[src/rtl/cpu_defs_pkg.sv]
// Shared definitions for the fetch side of the MIPS core: memory map,
// the nop encoding and the IF/ID pipeline-register layout.
package cpu_defs;

    localparam logic [31:0] PC_RESET   = 32'h0000_3000;
    localparam logic [31:0] IMEM_BASE  = 32'h0000_3000;
    localparam int unsigned IMEM_WORDS = 4096;
    localparam logic [31:0] NOP        = 32'h0000_0000;

    typedef struct packed {
        logic [31:0] instr;
        logic [31:0] pc;
        logic        valid;
        logic        adel;
    } if_id_t;

    // True when a fetch from addr would be misaligned or outside instruction memory.
    function automatic logic fetch_addr_bad(input logic [31:0] addr,
                                            input logic [31:0] base,
                                            input int unsigned words);
        logic [31:0] last;
        last = base + 32'(words * 4) - 32'd4;
        return (addr[1:0] != 2'b00) || (addr < base) || (addr > last);
    endfunction

endpackage

[src/rtl/if_stage_pc_reg.sv]
// Program counter with stall/redirect/increment selection and the
// fetch-address legality decode for the current PC.
module pc_reg #(
    parameter logic [31:0] PC_RESET   = cpu_defs::PC_RESET,
    parameter logic [31:0] IMEM_BASE  = cpu_defs::IMEM_BASE,
    parameter int unsigned IMEM_WORDS = cpu_defs::IMEM_WORDS
) (
    input  logic        clk,
    input  logic        reset,
    input  logic        stall,
    input  logic        redirect,
    input  logic [31:0] redirect_pc,
    output logic [31:0] pc,
    output logic        bad_addr
);
    import cpu_defs::*;

    logic [31:0] pc_reg_q;
    logic [31:0] pc_next;

    // A stalled redirect is dropped; decode holds it until the stall clears.
    always_comb begin
        pc_next = pc_reg_q + 32'd4;
        if (stall) begin
            pc_next = pc_reg_q;
        end else if (redirect) begin
            pc_next = redirect_pc;
        end
    end

    always_ff @(posedge clk or posedge reset) begin
        if (reset) begin
            pc_reg_q <= PC_RESET;
        end else begin
            pc_reg_q <= pc_next;
        end
    end

    assign pc       = pc_reg_q;
    assign bad_addr = fetch_addr_bad(pc_reg_q, IMEM_BASE, IMEM_WORDS);

endmodule

[src/rtl/if_stage.sv]
// Instruction-fetch stage: drives the imem address from the PC and loads
// the IF/ID register, honouring flush over stall; redirect keeps the delay slot.
module if_stage #(
    parameter logic [31:0] PC_RESET   = cpu_defs::PC_RESET,
    parameter logic [31:0] IMEM_BASE  = cpu_defs::IMEM_BASE,
    parameter int unsigned IMEM_WORDS = cpu_defs::IMEM_WORDS
) (
    input  logic        clk,
    input  logic        reset,
    input  logic        stall,
    input  logic        redirect,
    input  logic [31:0] redirect_pc,
    input  logic        flush,
    output logic [31:0] imem_addr,
    input  logic [31:0] imem_rdata,
    output logic [31:0] F_pc,
    output logic [31:0] D_instr,
    output logic [31:0] D_pc,
    output logic        D_valid,
    output logic        D_adel,
    output logic [31:0] fetch_count
);
    import cpu_defs::*;

    logic        bad_addr;
    if_id_t      if_id_reg;
    if_id_t      if_id_next;
    logic [31:0] fetch_count_reg;
    logic [31:0] fetch_count_next;

    pc_reg #(
        .PC_RESET   (PC_RESET),
        .IMEM_BASE  (IMEM_BASE),
        .IMEM_WORDS (IMEM_WORDS)
    ) u_pc_reg (
        .clk         (clk),
        .reset       (reset),
        .stall       (stall),
        .redirect    (redirect),
        .redirect_pc (redirect_pc),
        .pc          (F_pc),
        .bad_addr    (bad_addr)
    );

    assign imem_addr = F_pc;

    // Flush beats stall; a bubble still records the PC it replaced.
    always_comb begin
        if_id_next       = if_id_reg;
        fetch_count_next = fetch_count_reg;
        if (flush) begin
            if_id_next.instr = NOP;
            if_id_next.pc    = F_pc;
            if_id_next.valid = 1'b0;
            if_id_next.adel  = 1'b0;
        end else if (!stall) begin
            if_id_next.instr = bad_addr ? NOP : imem_rdata;
            if_id_next.pc    = F_pc;
            if_id_next.valid = 1'b1;
            if_id_next.adel  = bad_addr;
            fetch_count_next = fetch_count_reg + 32'd1;
        end
    end

    always_ff @(posedge clk or posedge reset) begin
        if (reset) begin
            if_id_reg       <= '0;
            fetch_count_reg <= '0;
        end else begin
            if_id_reg       <= if_id_next;
            fetch_count_reg <= fetch_count_next;
        end
    end

    assign D_instr     = if_id_reg.instr;
    assign D_pc        = if_id_reg.pc;
    assign D_valid     = if_id_reg.valid;
    assign D_adel      = if_id_reg.adel;
    assign fetch_count = fetch_count_reg;

endmodule

[config.mk]
export PLATFORM = sky130hd
export DESIGN_NAME = if_stage
export DESIGN_NICKNAME = d
export VERILOG_FILES = /design/src/rtl/cpu_defs_pkg.sv /design/src/rtl/if_stage_pc_reg.sv /design/src/rtl/if_stage.sv
export SDC_FILE = /design/constraint.sdc
export NUM_CORES = 1
export LEC_CHECK = 0
export ABC_AREA = 1
export CAP_MARGIN = 20
export CORE_ASPECT_RATIO = 1.2
export CORE_MARGIN = 1
export CORE_UTILIZATION = 47
export DETAILED_ROUTE_END_ITERATION = 12
export HOLD_SLACK_MARGIN = 0.06
export PLACE_DENSITY = 0.81
export SLEW_MARGIN = 20
export SYNTH_ARGS = -nofsm -noshare
export SYNTH_HDL_FRONTEND = slang
export SYNTH_SLANG_ARGS = --single-unit
export TNS_END_PERCENT = 20
[constraint.sdc]
create_clock -name clk -period 5.75 [get_ports clk]
set_input_delay 1.15 -clock clk [delete_from_list [all_inputs] [get_ports clk]]
set_output_delay 1.15 -clock clk [all_outputs]
set_load 0.005 [all_outputs]
Word level (Yosys, flattened, before mapping) --
Cells that the tools add are included.
Word-level totals: register bits 130, latch bits 0, memory bits (writable) 0, bits in read-only memories 0, input bits 69, output and inout port bits 162, logic and storage cells 21, memories 0
Operators by class: $add $sub $neg 2, $mul 0, divide/modulo/power cells 0, order comparisons 2, equality and inequality tests 1, shift operators 0, multiplexer cells 4, bitwise gates (word level) 2, reductions and logical operators 4
Operators with widths (number):
- 66-bit two-way mux | 2
- 32-bit two-way mux | 2
- 32-bit by 1-bit adder with 32-bit output (second input constant) | 1
- 32-bit by 3-bit adder with 32-bit output (second input constant) | 1
- 32-bit by 15-bit > comparator with 1-bit output (second input constant) | 1
- 32-bit by 14-bit < comparator with 1-bit output (second input constant) | 1
- 1-bit logical OR | 2
- 2-bit by 1-bit inequality test with 1-bit output (second input constant) | 1
- 1-bit inverter | 2
- 2-bit AND reduction | 1
- 2-bit nonzero test | 1

Logic depth before layout (Yosys ltp) --
Gate-level depths: netlist of the first run.
word-level depth 6, mapped depth 10, mapped depth without buffers 10

By module --
From an unflattened synthesis of the first run, not the netlist that was laid out.
Unflattened totals: cells, all modules 859, area total of the unflattened synthesis 7075.5 µm²
By module, submodules not included:
- if_stage | instances 1, cells each 476, area each 4650.7 µm², sequential area each 2452.4 µm²
- pc_reg | instances 1, cells each 383, area each 2424.8 µm², sequential area each 803.3 µm²

Least setup slack after synthesis of the first run --
No wires, ideal clock.
kind input -> register, start in stall, end reg fetch_count_reg[22], in the netlist fetch_count[22], setup time 0.117 ns, data arrival time 2.016 ns, required time 5.633 ns, path slack 3.617 ns, stages on the path 9, path buffers 1, cell sequence inv_2 nand2_2 buf_6 nor3_4 nand3_2 nor2_2 nand2_1 nand2_1 nand2_1
Between the ends: longest elaborated chain between the ends 2
RTL lines:
- from (decl) | RTL line if_stage.sv:10 | input logic stall,
- 1-bit inverter (no line)
- 2-bit AND reduction (no line)
- to (signal assigned) | RTL line if_stage.sv:71 | fetch_count_reg <= fetch_count_next;
- to (decl) | RTL line if_stage.sv:28 | logic [31:0] fetch_count_reg;
No other way between the ends. A chain may end at the register's enable or synchronous reset.

Final worst setup path of the first run --
start in stall, end reg fetch_count_reg[27], in the netlist fetch_count[27]
The elaborated chain is that of the path after synthesis.

==> impl_metrics.yaml, run 1 <==
yosys:
  synthSimpleGateAreaFrac_pct: 32.9
  syn_area_per_cell_um2: 7.45
  synth.distinct_cells: 37
  ys_top_cells_by_count: "375 x nand2_1, 128 x dfrtp_1, 107 x nor2_1, 65 x buf_4, 64 x inv_1"
  syn-num-nets: 1048
  synth-edff-count: 0
  ys_async_sr_fraction_pct: 100
  synth.mux.area_fraction_pct: 0
  synth_xor_area_share_pct: 2.53
  synth.most_common_cell: "nand2_1"
  synth_top_family_by_area: "simple AND/OR/NAND/NOR gates"
  yosysWarnings: 0
  yosysSeqAreaShare_pct: 44.7
  synth_compound_area_share_pct: 7.56
  synth_fa_ha_area_share_pct: 0.344
  synth_top_cell_by_area: "dfrtp_1"
  synthTopCellsByArea: "dfrtp_1 44%, nand2_1 19%, buf_4 6.7%"
  synth_top_area_share_pct: 44.0
  syn-cell-area_mm2: 0.00728
  synth-main-ff-cell: "dfrtp_1"
  synth-seq-cells: 130
  synthCells: 977
sta:
  slew_violations: 0
  slew_headroom_pct: 41.6
  hold_violations: 0
  grt_setup_unrepaired: "no"
  finClkSkew_ps: 9.09
  max_freq_mhz: 281
  post-route-period-util_pct: 61.8
  period_minus_slack_ps: 3560
  worst_pin_slew_ps: 876
  tns_ps: 0
  finalSetupViolations: 0
setup_path:
  r2r_cells: 10
  cp.arrival_ps: 3840
  crit_type: "in2reg"
  worst-path-max-fanout: 44
  critPathLaunchType: "primary input"
  end_kind: "flip-flop"
  cp.required_ps: 6030
placed_design:
  dp_hpwl_mm: 15.3
  routabilityCongestion: 0.947
  port_buffers: 230
outcome:
  status: "complete, no violations"
min_path:
  hold_depth: 2
  holdCritPathClass: "reg2reg"
cells_and_area:
  final_nets: 1209
  antennaDiodeCount: 0
  syn2layout_area_growth_pct: 35.7
  drive_above_1_share_pct: 5.47
  fin_util_pct: 65.5
die:
  die_w_um: 116
  die-area_mm2: 0.0160
  core_region_area_mm2: 0.0151
  row_count: 49
  initial_utilization_pct: 48.3
  io_pins: 231
  die_y_um: 138
route:
  drtIter0Drc: 557
  wl_per_cell_um: 15.6
  drc: 0
  drt_wl_total_mm: 21.1
  drt_pre_antenna_iters: 5
  vias_per_cell: 5.13
  ant_nets: 0
  vias: 6949
clocking:
  root_buffer: "clkbuf_16"
  clk_pin_slew_worst_paths_ps: 60
  cts.repair.resized: 0
  clock_sinks: 130
  htreeDepth: 4
  cts_inserted_buffers: 17
  cts_tree: "built"
  clk_latency_ps: 420
  ctsHoldBuffers: 0
  post_cts_buffers: 0
  clock_path_buffers: 2
pwr:
  power.density_mw_per_mm2: 284
  vdd_ir_drop_max_v: 0.000182
  total_power_w: 0.00281
  total_leakage_power_nw: 4.29
global_routing:
  grt_first_pass_wirelength_mm: 33.6
  overflow: 0
  antenna_found_initial: 0
  grt_max_degree: 72
  track_usage_pct: 27.3
  grt_pass1_vias: 6521
job:
  maxCapViolCount: 0
-- report_power, final --
| group | leakage (nW) | total [W] | switching (W) | internal [W] |
|---|---|---|---|---|
| Clock | 0.288 | 0.00110 | 0.000428 | 0.000668 |
| Combinational | 2.33 | 0.000575 | 0.000258 | 0.000317 |
| Sequential | 1.67 | 0.00114 | 0.000131 | 0.00101 |
| Total | 4.29 | 0.00281 | 0.000818 | 0.00199 |
-- per-layer routing --
metal / part of all wire (%) / global-route usage (%) / wire (um)
met1: 41 / 34.5 / 8700
met2: 48 / 43.7 / 10200
met3: 6.5 / 6.23 / 1370
met4: 4.3 / 13.7 / 904
met5: 0 / 0 / 0
-- worst paths after layout --
path	slack [ps]	end	from
max in group asynchronous	3440	u_pc_reg.pc[31]	reset
setup reg to reg	3850	u_pc_reg.pc[16]	u_pc_reg.pc[3]
hold reg to reg	480	D_instr[31]	D_instr[31]
setup / recovery	2190	fetch_count[27]	stall
min in group asynchronous	1070	D_instr[0]	reset
hold / removal	480	D_instr[31]	D_instr[31]
-- area by class of cell --
cell class,count,area (um2)
sequential,130,3260
inverter,69,263
clock inverter,13,151
tap,204,255
fill,1323,5200
clock buffer,19,453
multi-input combinational,685,3160
timing repair buffer,235,2340
-- per-stage QoR --
stage                     cells  area (um2)  setup WS, ps  hold WS, ps
after floorplan             977        7280          1130          472
after global placement     1323        9270          1820          463
after detailed placement   1323        9270          1770          468
after CTS                  1355        9880          2190          483
after global routing       1355        9880          1930          505
final                      1355        9880          2190          482
-- placed cells by master (no fill, tap or decap), types with 4 or more instances in the layout --
cell type          n
o21ai_0           38
nor2_2             7
nand2_1          374
nor3_1             4
o211ai_1           4
nand3_1           49
nor2_4             6
clkbuf_16         17
nand3b_1          11
clkdlybuf4s50_1  230
dfrtp_1          128
inv_1             63
xnor2_1           10
clkinv_4           4
buf_4              5
xor2_1            11
nand4_1            7
o31ai_1           32
nor2_1           107
a211oi_1           5
-- critical path, cell delays in order --
cell and delay [ps]:
clkdlybuf4s50_1 980, inv_2 410, nand2_2 390, clkinv_2 550, nand2_1 220, o21ai_0 100
-- cells by family after synthesis --
| family | after synthesis |
|---|---|
| buffers and inverters | 162 |
| and+or+nand+nor | 574 |
| DFF | 130 |
| AOI/OAI and AO/OA | 88 |
| xor gates and xnor gates | 21 |
| adders and majority gates | 2 |
No activity file was read; power rests on OpenSTA's default activity.
==> run 2: changes to the inputs <==
- clock period: 5.75 -> 3.38 ns (I/O delays scaled with it)
==> impl_metrics.yaml, run 2 (synthesized netlist as in run 1, its figures left out) <==
route:
  ant_nets: 0
  wl_per_cell_um: 15.9
  top_layer: "met4"
  drt_pre_antenna_iters: 5
  wl_met3_mm: 1.43
  wl_met1_mm: 8.68
  drtIter0Drc: 558
  drt_wl_total_mm: 21.6
  drc: 0
  met2_length_mm: 10.7
  vias_per_cell: 5.10
  vias: 6927
clocking:
  htreeDepth: 4
  cts_tree: "built"
  ctsHoldBuffers: 0
  clk_pin_slew_worst_paths_ps: 60
  clock_sinks: 130
  cts.repair.resized: 0
  clk_latency_ps: 420
  post_cts_buffers: 0
  clock_path_buffers: 2
  cts_inserted_buffers: 17
  root_buffer: "clkbuf_16"
setup_path:
  cp.required_ps: 3680
  end_kind: "flip-flop"
  cp.arrival_ps: 2680
  critPathLaunchType: "primary input"
  critPathLaunch: "stall"
  r2r_start: "u_pc_reg.pc[3]"
  worst-path-max-fanout: 18
  crit_type: "in2reg"
  r2r_slack_ps: 1470
placed_design:
  routabilityCongestion: 0.916
  port_buffers: 230
  dp_hpwl_mm: 15.4
  dp_slack_ps: 463
die:
  initial_utilization_pct: 48.3
  core_region_area_mm2: 0.0151
  die-area_mm2: 0.0160
  die_y_um: 138
  die_w_um: 116
  io_pins: 231
  row_count: 49
cells_and_area:
  drive_above_1_share_pct: 5.64
  final_nets: 1211
  syn2layout_area_growth_pct: 36.2
  antennaDiodeCount: 0
  final_common_cell: "nand2_1"
  final_cell_mix: "374 x nand2_1, 230 x clkdlybuf4s50_1, 128 x dfrtp_1, 106 x nor2_1, 63 x inv_1"
  num-fill-cells: 1322
pwr:
  power.density_mw_per_mm2: 484
  vdd_ir_drop_max_v: 0.000332
  total_leakage_power_nw: 4.31
  total_power_w: 0.00480
global_routing:
  grt_max_degree: 131
  grt_pass1_vias: 6768
  antenna_found_initial: 0
  grt_first_pass_wirelength_mm: 34.4
  track_usage_pct: 27.9
  overflow: 0
min_path:
  worstHoldStart: "D_instr[20]"
  holdCritPathClass: "reg2reg"
sta:
  tns_ps: 0
  setup_ws_ps: 994
  max_freq_mhz: 419
  slew_headroom_pct: 51.6
  post-route-period-util_pct: 70.6
  slew_violations: 0
  hold_violations: 0
  finClkSkew_ps: 12.5
  period_minus_slack_ps: 2390
  finalSetupViolations: 0
  grt_setup_unrepaired: "no"
  worst_pin_slew_ps: 727
job:
  maxCapViolCount: 0
outcome:
  status: "complete, no violations"
## run 2: changes by cell type in the layout (fill, tap and decap cells not counted), sizes merged
| cell | delta |
|---|---|
| bufinv | +1 |
| buf | +2 |
| clkinvlp | -1 |
| clkinv | +2 |
| inv | -2 |
## run 2: metrics by stage
step / instance area, um2 / instances / utilization [%] / hold slack [ps]
floorplan: 7280 / 977 / - / 472
global placement: 9310 / 1325 / 61.7 / 463
detailed placement: 9310 / 1325 / 61.8 / 465
CTS: 9910 / 1357 / 65.7 / 482
global route: 9920 / 1357 / 65.8 / 504
finish: 9920 / 1357 / 65.8 / 480
## run 2: path summary, 6_finish.rpt
check / to / cells after the start
worst max-delay path: u_pc_reg.pc[5] / 7
worst min-delay path: D_instr[20] / 2
worst max register to register: u_pc_reg.pc[16] / 10
worst min register to register: D_instr[20] / 2
max in group asynchronous: D_instr[5] / 3
min in group asynchronous: D_pc[0] / 3
## run 2: area by class of cell
type	count	area, um2	share of cell area [%]
Timing Repair Buffer	237	2380	24.0
Multi-Input combinational cell	685	3160	31.9
Tap cell	204	255	2.57
Clock buffer	19	443	4.47
Sequential cell	130	3260	32.8
Inverter	69	264	2.66
Clock inverter	13	158	1.59
## run 2: where the power goes
group / internal, W / switching, W / total [W]
Combinational: 0.000544 / 0.000446 / 0.000990
Clock: 0.00118 / 0.000700 / 0.00188
Sequential: 0.00171 / 0.000214 / 0.00193
## run 2: critical path, stage by stage
cell	delay [ps]
clkdlybuf4s50_1	530
buf_4	270
nor2_4	90
buf_4	260
clkinv_1	390
o32ai_1	380
nor2_1	70
## run 2: routing by layer
layer	GRT usage, %	up-vias
li1	-	3356
met1	33.6	3246
met2	46.7	277
met3	7.01	48
met4	12.3	0
met5	0	-
